`config.mk`:
```
export PLATFORM = sky130hd
export DESIGN_NAME = sumsq_unit_flat
export DESIGN_NICKNAME = d
export VERILOG_FILES = /design/src/rtl/sumsq_unit_if.sv /design/src/rtl/sumsq_unit.sv /design/src/flat_wrapper.sv
export SDC_FILE = /design/constraint.sdc
export NUM_CORES = 1
export LEC_CHECK = 0
export BUFFER_PORTS_ARGS = -buffer_cell sky130_fd_sc_hd__buf_2
export CAP_MARGIN = 20
export CORE_MARGIN = 2
export CORE_UTILIZATION = 50
export CTS_CLUSTER_DIAMETER = 50
export CTS_CLUSTER_SIZE = 40
export DETAILED_ROUTE_END_ITERATION = 8
export GPL_TIMING_DRIVEN = 0
export HOLD_SLACK_MARGIN = 0.1
export PLACE_DENSITY = 0.68
export SLEW_MARGIN = 20
export SYNTH_ARGS = -nofsm -noshare
export SYNTH_HDL_FRONTEND = slang
export SYNTH_SLANG_ARGS = --single-unit
export TNS_END_PERCENT = 10
```
`constraint.sdc`:
```
create_clock -name Clk -period 3.45 [get_ports Clk]
set_input_delay 0.345 -clock Clk [delete_from_list [all_inputs] [get_ports Clk]]
set_output_delay 0.345 -clock Clk [all_outputs]
set_load 0.05 [all_outputs]
```
`src/rtl/sumsq_unit_if.sv`:
```
// Handshake and data bundle between a requester and the sum-of-squares stage.
// Carries operands, request, saturated result, overflow flag, ack pulse and busy.
// master drives the request side; slave (the stage) drives the result side.
interface sumsq_unit_if #(
    parameter int IN_W  = 4,
    parameter int OUT_W = 8
);
    logic             start;
    logic [IN_W-1:0]  X;
    logic [IN_W-1:0]  Y;
    logic [OUT_W-1:0] A;
    logic             ovf;
    logic             ack;
    logic             busy;

    modport master (
        output start, X, Y,
        input  A, ovf, ack, busy
    );

    modport slave (
        input  start, X, Y,
        output A, ovf, ack, busy
    );
endinterface

```
`src/rtl/sumsq_unit.sv`:
```
// Iterative X*X + Y*Y with shift-add multiply, saturated to OUT_W bits for the root unit.
// Latency: ack at edge k+2*IN_W+1 after acceptance at edge k; busy from k until k+2*IN_W+2.
// No backpressure: start is only sampled in IDLE, and is ignored while busy.
module sumsq_unit #(
    parameter int IN_W  = 4,
    parameter int OUT_W = 8
) (
    input  logic         Clk,
    input  logic         Rst,
    sumsq_unit_if.slave  bus
);
    // Accumulator is one bit wider than a single square, so the sum of two never wraps.
    localparam int ACC_W = 2 * IN_W + 1;
    localparam int CNT_W = (IN_W > 1) ? $clog2(IN_W) : 1;
    localparam logic [ACC_W-1:0] SAT_MAX = ACC_W'((2 ** OUT_W) - 1);
    localparam logic [CNT_W-1:0] CNT_LAST = CNT_W'(IN_W - 1);

    typedef enum logic [2:0] {
        IDLE,
        MULX,
        MULY,
        SUM,
        DONE
    } state_t;

    state_t           state;
    logic [IN_W-1:0]  xcopy;
    logic [IN_W-1:0]  ycopy;
    logic [ACC_W-1:0] acc;
    logic [CNT_W-1:0] cnt;

    logic [IN_W-1:0]  cur_op;
    logic             cur_bit;
    logic [ACC_W-1:0] addend;

    // Partial product for the current multiplier bit: operand squared one bit at a time.
    always_comb begin
        cur_op  = (state == MULY) ? ycopy : xcopy;
        cur_bit = |(cur_op & (IN_W'(1) << cnt));
        addend  = cur_bit ? (ACC_W'(cur_op) << cnt) : '0;
    end

    // Control FSM with datapath and registered outputs; reset discards any work in flight.
    always_ff @(posedge Clk or posedge Rst) begin
        if (Rst) begin
            state    <= IDLE;
            xcopy    <= '0;
            ycopy    <= '0;
            acc      <= '0;
            cnt      <= '0;
            bus.A    <= '0;
            bus.ovf  <= 1'b0;
            bus.ack  <= 1'b0;
            bus.busy <= 1'b0;
        end else begin
            case (state)
                IDLE: begin
                    if (bus.start) begin
                        xcopy    <= bus.X;
                        ycopy    <= bus.Y;
                        acc      <= '0;
                        cnt      <= '0;
                        bus.busy <= 1'b1;
                        state    <= MULX;
                    end
                end
                MULX: begin
                    acc <= acc + addend;
                    if (cnt == CNT_LAST) begin
                        cnt   <= '0;
                        state <= MULY;
                    end else begin
                        cnt <= cnt + 1'b1;
                    end
                end
                MULY: begin
                    acc <= acc + addend;
                    if (cnt == CNT_LAST) begin
                        cnt   <= '0;
                        state <= SUM;
                    end else begin
                        cnt <= cnt + 1'b1;
                    end
                end
                SUM: begin
                    if (acc > SAT_MAX) begin
                        bus.A   <= '1;
                        bus.ovf <= 1'b1;
                    end else begin
                        bus.A   <= acc[OUT_W-1:0];
                        bus.ovf <= 1'b0;
                    end
                    bus.ack <= 1'b1;
                    state   <= DONE;
                end
                DONE: begin
                    bus.ack  <= 1'b0;
                    bus.busy <= 1'b0;
                    state    <= IDLE;
                end
                default: begin
                    state    <= IDLE;
                    bus.ack  <= 1'b0;
                    bus.busy <= 1'b0;
                end
            endcase
        end
    end
endmodule

```
`src/flat_wrapper.sv`:
```
// flat-port wrapper written by rule: the top's interface ports become plain ports
module sumsq_unit_flat 
#(
    parameter int IN_W  = 4,
    parameter int OUT_W = 8
)
  (Clk, Rst, bus_start, bus_X, bus_Y, bus_A, bus_ovf, bus_ack, bus_busy);
  sumsq_unit_if #(.IN_W(IN_W), .OUT_W(OUT_W)) bus_i ();
  input  logic Clk;
  input  logic Rst;
  input wire logic [$bits(bus_i.start)-1:0] bus_start;
  input wire logic [$bits(bus_i.X)-1:0] bus_X;
  input wire logic [$bits(bus_i.Y)-1:0] bus_Y;
  output wire logic [$bits(bus_i.A)-1:0] bus_A;
  output wire logic [$bits(bus_i.ovf)-1:0] bus_ovf;
  output wire logic [$bits(bus_i.ack)-1:0] bus_ack;
  output wire logic [$bits(bus_i.busy)-1:0] bus_busy;
  assign bus_i.start = bus_start;
  assign bus_i.X = bus_X;
  assign bus_i.Y = bus_Y;
  assign bus_A = bus_i.A;
  assign bus_ovf = bus_i.ovf;
  assign bus_ack = bus_i.ack;
  assign bus_busy = bus_i.busy;
  sumsq_unit #(.IN_W(IN_W), .OUT_W(OUT_W)) u_core (.Clk(Clk), .Rst(Rst), .bus(bus_i));
endmodule
```
Word level (Yosys, flattened, before mapping)
Index checks and enable logic that the tools add are counted.
{ "op_classes": {"n_eq_ne": 7, "n_lt_le_gt_ge": 1, "mux": 16, "bitwise_logic": 2, "add_sub_neg": 2, "n_shift": 2, "n_reduce_logical": 10} }
{ "ops": {"columns": ["cell", "count"], "rows": [
  ["9-bit two-way mux", 2],
  ["9-bit case mux with 2 select lines", 1],
  ["3-bit case mux with 4 select lines", 1],
  ["9-bit adder", 1],
  ["9-bit by 8-bit > comparator with 1-bit output, second input constant", 1],
  ["3-bit two-way mux", 3],
  ["4-bit by 2-bit left shift with 9-bit output", 1],
  ["8-bit two-way mux", 1],
  ["3-bit by 2-bit == test with 1-bit output, second input constant", 2],
  ["2-bit AND reduction", 3],
  ["3-bit OR reduction", 2],
  ["4-bit AND", 1],
  ["2-bit two-way mux", 2],
  ["4-bit two-way mux", 1],
  ["2-bit inequality test, second input constant", 2],
  ["1-bit case mux with 2 select lines", 2],
  ["2-bit case mux with 2 select lines", 1],
  ["4-bit OR reduction", 1],
  ["1-bit by 2-bit left shift with 4-bit output, first input constant", 1],
  ["3-bit by 1-bit == test with 1-bit output, second input constant", 1],
  ["3-bit logical NOT", 1],
  ["3-bit AND reduction", 1],
  ["2-bit by 1-bit adder with 2-bit output, second input constant", 1],
  ["2-bit == test, second input constant", 1],
  ["5 further kinds", 6]
]} }
{ "word_totals": {"regBits": 33, "wordCells": 49} }

Longest topological paths before layout
Gate-level depths: netlist (run 1).
{ "depth": {"depth_word": 7, "mapped_depth": 12} }

Worst setup path before layout (run 1)
Ideal clock, no wire load.
{ "synth_timing": {"path_type": "flip-flop to flip-flop", "start": "register u_core.state[0]", "end": "register u_core.acc[8]", "path_buffers": 2, "setup_ns": 0.130, "path_stages_with_launch": 13, "t_arrival_ns": 2.982, "required_time_ns": 3.320, "slack_ns": 0.338, "period_less_slack_ns": 3.112, "path_cell_list": "dfrtp_1 buf_6 nor3b_2 buf_6 mux2i_1 nor4_4 nor4_1 ha_1 fa_1 a211o_1 a2111oi_0 or4_1 a21oi_1"} }
{ "synth_between": {"elab_chain_cells": 7, "word_cells_on_any_way": 14, "classes_between": "1 x add/sub; 3 x eq/ne; 1 x shift; 3 x mux; 1 x bitwise; 5 x reduce/logical"} }
{ "synth_lines": {"columns": ["element", "line_no", "rtl"], "rows": [
  ["start, declared", "sumsq_unit.sv:26", "state_t state;"],
  ["start signal, assigned", "sumsq_unit.sv:46", "state <= IDLE;"],
  ["start signal, assigned", "sumsq_unit.sv:64", "state <= MULX;"],
  ["start signal, assigned", "sumsq_unit.sv:71", "state <= MULY;"],
  ["3-bit by 2-bit == test with 1-bit output", "sumsq_unit.sv:38, sumsq_unit.sv:56", null],
  ["4-bit two-way mux", "sumsq_unit.sv:38", "cur_op = (state == MULY) ? ycopy : xcopy;"],
  ["4-bit AND", "sumsq_unit.sv:39", "cur_bit = |(cur_op & (IN_W'(1) << cnt));"],
  ["4-bit OR reduction", "sumsq_unit.sv:39", null],
  ["9-bit two-way mux", "sumsq_unit.sv:40", "addend = cur_bit ? (ACC_W'(cur_op) << cnt) : '0;"],
  ["9-bit adder", "sumsq_unit.sv:68, sumsq_unit.sv:77", null],
  ["9-bit case mux with 2 select lines", "sumsq_unit.sv:56", "case (state)"],
  ["end signal, assigned", "sumsq_unit.sv:68", "acc <= acc + addend;"],
  ["end signal, assigned", "sumsq_unit.sv:77", "acc <= acc + addend;"],
  ["end, declared", "sumsq_unit.sv:29", "logic [ACC_W-1:0] acc;"]
]} }
Several ways; a longest one is shown, not always the timed one.
A chain may end at the register's enable or synchronous reset.

Worst setup path after layout (run 1)
{ "layout_timing": {"start": "register u_core.cnt[1]", "end": "register u_core.acc[8]"} }
{ "layout_between": {"elab_chain_cells": 6, "word_cells_on_any_way": 7, "classes_between": "1 x add/sub; 2 x shift; 2 x mux; 1 x bitwise; 1 x reduce/logical"} }
{ "layout_lines": {"columns": ["element", "line_no", "rtl"], "rows": [
  ["start, declared", "sumsq_unit.sv:30", "logic [CNT_W-1:0] cnt;"],
  ["start signal, assigned", "sumsq_unit.sv:73", "cnt <= cnt + 1'b1;"],
  ["start signal, assigned", "sumsq_unit.sv:82", "cnt <= cnt + 1'b1;"],
  ["1-bit by 2-bit left shift with 4-bit output", "sumsq_unit.sv:39", null],
  ["4-bit AND", "sumsq_unit.sv:39", null],
  ["4-bit OR reduction", "sumsq_unit.sv:39", null],
  ["9-bit two-way mux (*)", "sumsq_unit.sv:40", null],
  ["9-bit adder (*)", "sumsq_unit.sv:68, sumsq_unit.sv:77", null],
  ["9-bit case mux with 2 select lines (*)", "sumsq_unit.sv:56", null]
]} }
Mark *: on every way between the ends. The rest lies on a longest branch, timed or not.

==> flow_metrics.tcl, run 1 <==
set metrics [dict create \
    status "finished clean" \
    grtUsageTotal 0.197 \
    crit_fanout 8 \
    worst_ep_required_time_ns 3.61 \
    cts_hold_buf 0 \
    drive_gt1_frac 0.233 \
    grt_start_max_net_pins 34 \
    wl_mm 3.83 \
    drtIter0Drc 136 \
    start_util 0.529 \
    async_reset_ff_frac 1.00 \
    yosysTopAreaCell "dfrtp_1" \
    report.final.slew_viol_count 0 \
    cts_tree "yes" \
    cts_root_buf "clkbuf_8" \
    wl_met3_um 214 \
    final_util 0.600 \
    die_h_um 66.7 \
    worstSetupStartpointType "register" \
    htreeDepth 2 \
    netlist_instances 189 \
    critPathArrivalTime_ns 3.40 \
    ys_types 41 \
    yosys_register_bits 33 \
    place_ws_ns -0.159 \
    met1_length_mm 1.65 \
    p_leak_nw 1.07 \
    fin_ws_ns 0.208 \
    vias 1530 \
    syn_area_um2 1970 \
    routedWlPerCell_um 14.3 \
    period_minus_slack_ns 3.24 \
    area_delta_synth_final_pct 13.4 \
    drc 0 \
    post-route-period-util 0.940 \
    grt_pass1_vias 1469 \
    netlist_top_cells_area "dfrtp_1, ha_1, mux2_2" \
    dr.max_layer_used "met4" \
    design.die.area_um2 4450 \
    io_buffers 21 \
    gr-total-overflow 0 \
    relSlewSlack 0.540 \
    tritoncts.num_buffers 5 \
    grt_pass1_wl_mm 6.55 \
    fmax_mhz 308 \
    antenna_cells 0 \
    io_pins 22 \
    path_clk_slew_ns 0.07 \
    finalSetupViolCount 0 \
    fin_area_um2 2230 \
    yosysWarnings 0 \
    clk_path_buf_depth 2 \
    drtPass1Iterations 5 \
    synth-edff-count 0 \
    crit_type "register to register" \
    placedCellCount 258 \
    synth_ff_type "dfrtp_1" \
    wl_met2_mm 1.91 \
    clock_latency_ns 0.28 \
    die_w_um 66.7 \
    p_per_area_nw_per_um2 1030 \
    rows 22 \
    yosysSeqAreaShare 0.420 \
    hold_path_class "input port to async pin" \
    fin_worst_skew_ns 0.00117 \
    worst_pin_slew_ns 0.689 \
    antenna_found_initial 0 \
    gp_congestion 0.894 \
    cap_viol_max_count 0 \
    cts_sinks 33 \
    syn_area_per_cell_um2 10.4 \
    syn-num-nets 212 \
    fin_cells 267 \
    core_um2 3720 \
    synth_top_area_frac 0.420 \
    place_area_um2 2130 \
    hpwl_mm 2.86 \
    rsz0062_at_grt "false" \
    power_mw 2.30 \
    peakVddDrop_uv 385 \
    ant_nets 0 \
    via_per_inst 5.73 \
    endpoint_kind "register" \
    nets 241 \
    finalHoldViolCount 0 \
]
## critical path, cell delays in order (launching register included)
cell       delay (ns)
dfrtp_1          0.48
inv_1            0.20
ha_1             0.24
nand2_1          0.07
mux2i_1          0.10
nor4_4           0.29
nor4_1           0.10
ha_1             0.23
fa_1             0.43
a211o_1          0.33
a2111oi_2        0.41
or4_1            0.18
a21oi_1          0.06
## metal layers
metal	up-vias	track usage
met5	-	0
met4	0	0.0816
met3	8	0.0557
met2	52	0.328
met1	717	0.240
li1	753	-
## kinds of logic after synthesis
| logic type | synth area share |
|---|---|
| AND/OR/NAND/NOR | 0.148 |
| AO/OA/AOI/OAI | 0.172 |
| flip-flops | 0.420 |
| buffers and inverters | 0.0490 |
| multiplexers | 0.127 |
| adder cells (fa/ha/maj) | 0.0802 |
| XOR/XNOR | 0.00445 |
## through the flow
stage,setup TNS (ns),hold WS (ns)
after CTS,0,0.189
after floorplan,0,0.474
after detailed placement,-0.159,0.470
final,0,0.166
after global placement,-0.0214,0.455
after global routing,0,0.227
## report_power, final
group	switching [mW]	leakage [nW]	internal, mW
Clock	0.139	0.0450	0.140
Sequential	0.127	0.419	0.555
Combinational	0.788	0.605	0.547
## worst paths after layout
kind / from / to / slack [ns] / cells after the start
max in group asynchronous: Rst / u_core.cnt[0]$_DFFE_PP0P_ / 2.81 / 2
worst max-delay path: u_core.cnt[1]$_DFFE_PP0P_ / u_core.acc[8]$_DFFE_PP0P_ / 0.21 / 12
worst max register to register: u_core.cnt[1]$_DFFE_PP0P_ / u_core.acc[8]$_DFFE_PP0P_ / 0.21 / 12
worst min register to register: u_core.bus.A[1]$_DFFE_PP0P_ / u_core.bus.A[1]$_DFFE_PP0P_ / 0.48 / 2
min in group Clk: bus_Y[1] / u_core.ycopy[1]$_DFFE_PP0P_ / 0.29 / 2
worst min-delay path: Rst / u_core.bus.A[7]$_DFFE_PP0P_ / 0.17 / 2
## synthesized netlist by cell type (2+ instances only)
master     number
a2111oi_0       2
inv_1          11
nand3_1         3
nor2b_1         2
a211oi_1        2
a22o_1          6
nor3b_1         2
nand3b_1        2
buf_6           2
clkbuf_1        4
ha_1           11
mux4_1          2
mux2_2         11
a211o_1         4
o21ai_0        11
nand2_1        22
o2111ai_1       2
a21o_1          2
o21a_1          4
nor2_1         12
a21oi_1        11
or4b_1          2
a32oi_1         2
mux2i_1         5
nor3_1          2
dfrtp_1        33
buf_2           2
nand2b_1        2
## state kept, by name, summed over array words and instances, names as in the netlist
name,flops
u_core.acc,9
u_core.bus.A,8
u_core.xcopy,4
u_core.ycopy,4
u_core.state,3
u_core.cnt,2
u_core.bus.ack,1
u_core.bus.busy,1
u_core.bus.ovf,1
## repair_timing
item / CTS / global route
setup endpoints to repair: 1 / 2
cloned: 0 / 0
buffers inserted: 0 / 1
pin swaps: 0 / 1
gates resized for setup: 2 / 1
## layout make-up
class                           count  area, um^2
Buffer                              9        55.1
Clock buffer                        6        72.6
Clock inverter                      2        10.0
Fill cell                         325        1490
Inverter                           11        41.3
Multi-Input combinational cell    136        1050
Sequential cell                    33         827
Tap cell                           48        60.1
Timing Repair Buffer               22         113
## placed cells by master (no fill, tap or decap), types with 3 or more instances in the layout
master    synthesis  routed
buf_2             2      23
clkbuf_1          4       5
nor2_1           12      12
inv_1            11      10
ha_1             11      11
a21oi_1          11      11
nand3_1           3       3
a22o_1            6       6
dfrtp_1          33      32
clkbuf_8          0       5
a211o_1           4       4
o21a_1            4       4
mux2_2           11      11
mux2i_1           5       5
nand2_1          22      22
o21ai_0          11      11
(Power assumes the default switching activity.)
==> inputs of run 2 (changes only) <==
- CORE_ASPECT_RATIO: not set -> 1.5
==> run 2 against run 1 <==
Sequential power grew 1%. Clock skew grew 0.0039 ns. Critical path depth is the same. Setup slack lost 0.041 ns. Fmax shrank 1.2%. Combinational power grew 3%. Critical path type unchanged. Cell area grew 1.0%.
==> flow_metrics.tcl, run 2 (same netlist as run 1, synthesis figures left out) <==
set metrics [dict create \
    status "finished clean" \
    p_per_area_nw_per_um2 1040 \
    fin_worst_skew_ns 0.00508 \
    htreeDepth 2 \
    tritoncts.num_buffers 5 \
    clock_latency_ns 0.29 \
    critPathArrivalTime_ns 3.45 \
    final_common_cell "dfrtp_1" \
    multi_input_area_um2 1060 \
    routedWlPerCell_um 15.3 \
    io_pins 22 \
    cts_hold_buf 0 \
    largestRegisters "u_core.acc x9, u_core.bus.A x8" \
    via_per_inst 5.97 \
    cts_root_buf "clkbuf_8" \
    power_mw 2.34 \
    largest_reg_flops 9 \
    endpoint_kind "register" \
    grt_start_max_net_pins 34 \
    relSlewSlack 0.542 \
    worst-path-buf-inv 1 \
    final_cell_mix "dfrtp_1, buf_2, nand2_1, nor2_1" \
    worst_ep_required_time_ns 3.62 \
    crit_type "register to register" \
    fmax_mhz 305 \
    cp_common_cell "ha_1" \
    tns_ns 0 \
    area_delta_synth_final_pct 14.5 \
    core_um2 3720 \
    rows 27 \
    vias 1576 \
    grtUsageTotal 0.202 \
    fillCellCount 326 \
    cts_tree "yes" \
    io_buffers 21 \
    drc 0 \
    cp_slowest_cell "dfrtp_2" \
    drtIter0Drc 46 \
    wl_mm 4.03 \
    hold_path_class "input port to async pin" \
    drive_gt1_frac 0.244 \
    registers.top_by_ff_count "u_core.acc" \
    die_h_um 80.8 \
    nets 243 \
    design.die.area_um2 4460 \
    start_util 0.529 \
    crit_fanout 9 \
    gp_congestion 0.892 \
    grt_pass1_vias 1634 \
    finalSetupViolCount 0 \
    p_leak_nw 1.08 \
    drtPass1Iterations 4 \
    cts_sinks 33 \
    final_util 0.606 \
    period_minus_slack_ns 3.28 \
    worst_hold_slack_ns 0.157 \
    post-route-period-util 0.951 \
    seq_area_um2 828 \
    grt_pass1_wl_mm 7.18 \
    finalHoldViolCount 0 \
    die_w_um 55.2 \
    clk_path_buf_depth 2 \
    crit_chain "inv_1 -> ha_1 -> nand2_1 -> mux2i_1 -> nor4_4 -> nor4_1 -> ha_1 -> fa_1 -> a211o_1 -> a2111oi_4 -> or4_1 -> a21oi_1" \
    path_clk_slew_ns 0.07 \
    hpwl_mm 3.01 \
    fin_cells 264 \
    worst_path_largest_cell_delay_ns 0.47 \
    cap_viol_max_count 0 \
    antenna_found_initial 0 \
    cp_top_family "adder cells" \
    gr-total-overflow 0 \
    report.final.slew_viol_count 0 \
    placedCellCount 253 \
    antenna_cells 0 \
    worst_pin_slew_ns 0.687 \
    peakVddDrop_uv 562 \
    ant_nets 0 \
    worstSetupStartpointType "register" \
]
run 2: cell count changes in the layout (fill, tap and decap cells not counted):
cell | previous run | this run
dfrtp_2 | 1 | 2
buf_4 | 2 | 4
dfrtp_1 | 32 | 31
a2111oi_2 | 1 | 0
a2111oi_4 | 0 | 1
run 2: repair_timing:
action	in CTS	in global routing
gates cloned	0	0
endpoints found under the setup margin	1	1
buffers inserted	0	3
resized for setup	2	3
pin swaps	0	1
run 2: where the power goes:
part           internal, mW  leakage, nW  switching [mW]
clock network         0.140       0.0450           0.144
registers             0.556        0.417           0.134
logic                 0.578        0.618           0.793
total                  1.27         1.08            1.07
run 2: cell type report:
type | count | area share
Timing Repair Buffer | 24 | 0.0567
Tap cell | 43 | 0.0239
Clock buffer | 6 | 0.0322
Buffer | 9 | 0.0244
Multi-Input combinational cell | 136 | 0.472
Clock inverter | 2 | 0.00444
Inverter | 11 | 0.0183
Sequential cell | 33 | 0.368
run 2: metal layers:
| layer | track usage | wire length, um |
|---|---|---|
| met5 | 0 | 0 |
| met4 | 0.0976 | 78 |
| met3 | 0.0414 | 182 |
| met2 | 0.380 | 2160 |
| met1 | 0.215 | 1610 |
run 2: per-stage QoR:
step                area, um^2  setup slack (ns)
finish                    2250             0.167
global route              2250           -0.0780
CTS                       2210            0.0225
detailed placement        2130            -0.177
global placement          2130           -0.0487
floorplan                 1970             0.338
run 2: path summary, 6_finish.rpt:
check	start	endpoint	slack (ns)	cells after the start
max	u_core.cnt[0]$_DFFE_PP0P_	u_core.acc[8]$_DFFE_PP0P_	0.17	12
min	Rst	u_core.bus.A[7]$_DFFE_PP0P_	0.16	2
max reg2reg	u_core.cnt[0]$_DFFE_PP0P_	u_core.acc[8]$_DFFE_PP0P_	0.17	12
min reg2reg	u_core.bus.A[4]$_DFFE_PP0P_	u_core.bus.A[4]$_DFFE_PP0P_	0.47	2
max in group asynchronous	Rst	u_core.cnt[1]$_DFFE_PP0P_	2.81	2
min in group Clk	bus_Y[0]	u_core.ycopy[0]$_DFFE_PP0P_	0.29	2
==> inputs of run 3 (changes only) <==
- CORE_ASPECT_RATIO: 1.5 -> 1.75
==> run 3 against run 2 <==
Setup slack better by 0.030 ns. Global-route usage is 0.72 points higher. Clock power is 2% higher. Clock skew is 0.0015 ns lower. Critical path depth stayed put. Largest cell class unchanged.
==> flow_metrics.tcl, run 3 (same netlist as run 1, synthesis figures left out) <==
set metrics [dict create \
    worst_pin_slew_ns 0.689 \
    crit_chain "inv_1 -> ha_1 -> nand2_1 -> mux2i_1 -> nor4_4 -> nor4_1 -> ha_1 -> fa_1 -> a211o_1 -> a2111oi_4 -> or4_1 -> a21oi_1" \
    power_mw 2.37 \
    antenna_found_initial 0 \
    largest_reg_flops 9 \
    period_minus_slack_ns 3.25 \
    hpwl_mm 3.04 \
    drive_gt1_frac 0.241 \
    vias 1558 \
    wl_mm 4.16 \
    nets 243 \
    gr-total-overflow 0 \
    drc 0 \
    via_per_inst 5.81 \
    place_area_um2 2130 \
    drtPass1Iterations 4 \
    worstSetupStartpointType "register" \
    report.final.slew_viol_count 0 \
    die_w_um 51.4 \
    final_common_cell "dfrtp_1" \
    crit_fanout 9 \
    design.die.area_um2 4470 \
    critPathArrivalTime_ns 3.41 \
    post-route-period-util 0.943 \
    area_delta_synth_final_pct 15.0 \
    r2r_cells 12 \
    fin_worst_skew_ns 0.00362 \
    fillCellCount 344 \
    p_per_area_nw_per_um2 1050 \
    drtIter0Drc 44 \
    die_h_um 87.0 \
    path_clk_slew_ns 0.06 \
    grt_start_max_net_pins 34 \
    routedWlPerCell_um 15.5 \
    cp_slowest_cell "dfrtp_2" \
    grt_pass1_wl_mm 7.10 \
    fin_area_um2 2260 \
    io_pins 22 \
    peakVddDrop_uv 573 \
    relSlewSlack 0.540 \
    antenna_cells 0 \
    gp_congestion 1.00 \
    worst_path_largest_cell_delay_ns 0.45 \
    cts_hold_buf 0 \
    finalHoldViolCount 0 \
    sw_frac_of_total 0.455 \
    seqPwrFrac 0.291 \
    cts_sinks 33 \
    fmax_mhz 307 \
    combPwrFrac 0.586 \
    worst_ep_required_time_ns 3.61 \
    registers.top_by_ff_count "u_core.acc" \
    io_buffers 21 \
    fin_cells 268 \
    tritoncts.num_buffers 5 \
    htreeDepth 2 \
    hold_path_class "input port to async pin" \
    cp.depth 12 \
    rows 30 \
    grt_pass1_vias 1610 \
    worst-path-buf-inv 1 \
    p_int_mw 1.29 \
    ant_nets 0 \
    worst_hold_slack_ns 0.170 \
    cp_top_family "adder cells" \
    finalSetupViolCount 0 \
    core_um2 3830 \
    largestRegisters "u_core.acc x9, u_core.bus.A x8" \
    r2r_slack_ns 0.20 \
    clk_path_buf_depth 2 \
    cap_viol_max_count 0 \
    clock_power_share 0.122 \
    final_cell_mix "dfrtp_1, buf_2, nand2_1, nor2_1" \
    clock_latency_ns 0.28 \
    cts_root_buf "clkbuf_8" \
    p_switching_mw 1.08 \
    cts_tree "yes" \
    grtUsageTotal 0.210 \
    endpoint_kind "register" \
    status "finished clean" \
    crit_type "register to register" \
    p_leak_nw 1.08 \
    start_util 0.514 \
    cp_common_cell "ha_1" \
    placedCellCount 258 \
]
run 3: cell count changes in the layout (fill, tap and decap cells not counted), sizes merged:
cell / before / now
clkbuf: 10 / 11
clkinv: 2 / 0
run 3: stage by stage:
stage                util  setup slack [ns]  setup TNS, ns
floorplan               -             0.338              0
global placement    0.557            -0.123         -0.123
detailed placement  0.557            -0.142         -0.142
CTS                 0.581            0.0696              0
global route        0.591          -0.00156       -0.00156
finish              0.591             0.197              0
run 3: path summary, 6_finish.rpt:
| path | startpoint | endpoint |
|---|---|---|
| min in group Clk | bus_Y[1] | u_core.ycopy[1]$_DFFE_PP0P_ |
| max | u_core.cnt[0]$_DFFE_PP0P_ | u_core.acc[8]$_DFFE_PP0P_ |
| min | Rst | u_core.ycopy[1]$_DFFE_PP0P_ |
| min reg2reg | u_core.bus.A[2]$_DFFE_PP0P_ | u_core.bus.A[2]$_DFFE_PP0P_ |
| max reg2reg | u_core.cnt[0]$_DFFE_PP0P_ | u_core.acc[8]$_DFFE_PP0P_ |
| max in group asynchronous | Rst | u_core.cnt[0]$_DFFE_PP0P_ |
run 3: area by class of cell:
type                            instances  area [um^2]  share of cell area
Multi-Input combinational cell        136         1060               0.470
Sequential cell                        33          828               0.366
Timing Repair Buffer                   24          128              0.0564
Clock buffer                            7         86.3              0.0382
Tap cell                               48         60.1              0.0265
Buffer                                  9         55.1              0.0243
Inverter                               11         41.3              0.0183
run 3: what timing repair did:
item                                    CTS  global route
endpoints found under the setup margin    1             1
resized for setup                         2             3
buffers inserted                          0             3
pin swaps                                 0             1
run 3: per-layer routing:
layer  vias up  routed length, um  track usage
met3         9                142       0.0378
met1       762               1660        0.225
met5         -                  0            0
met2        36               2290        0.388
met4         0                 76       0.0885
li1        751                  -            -
run 3: power by group through the flow:
| stage | Clock (mW) | Combinational [mW] | Sequential, mW |
|---|---|---|---|
| 2_1_floorplan | 0 | 0.875 | 0.836 |
| 5_1_grt | 0.310 | 1.53 | 0.711 |
| 3_5_place_dp | 0 | 1.31 | 0.695 |
| 4_1_cts | 0.298 | 1.33 | 0.688 |
| 6_report | 0.290 | 1.39 | 0.691 |
| 3_3_place_gp | 0 | 1.26 | 0.683 |
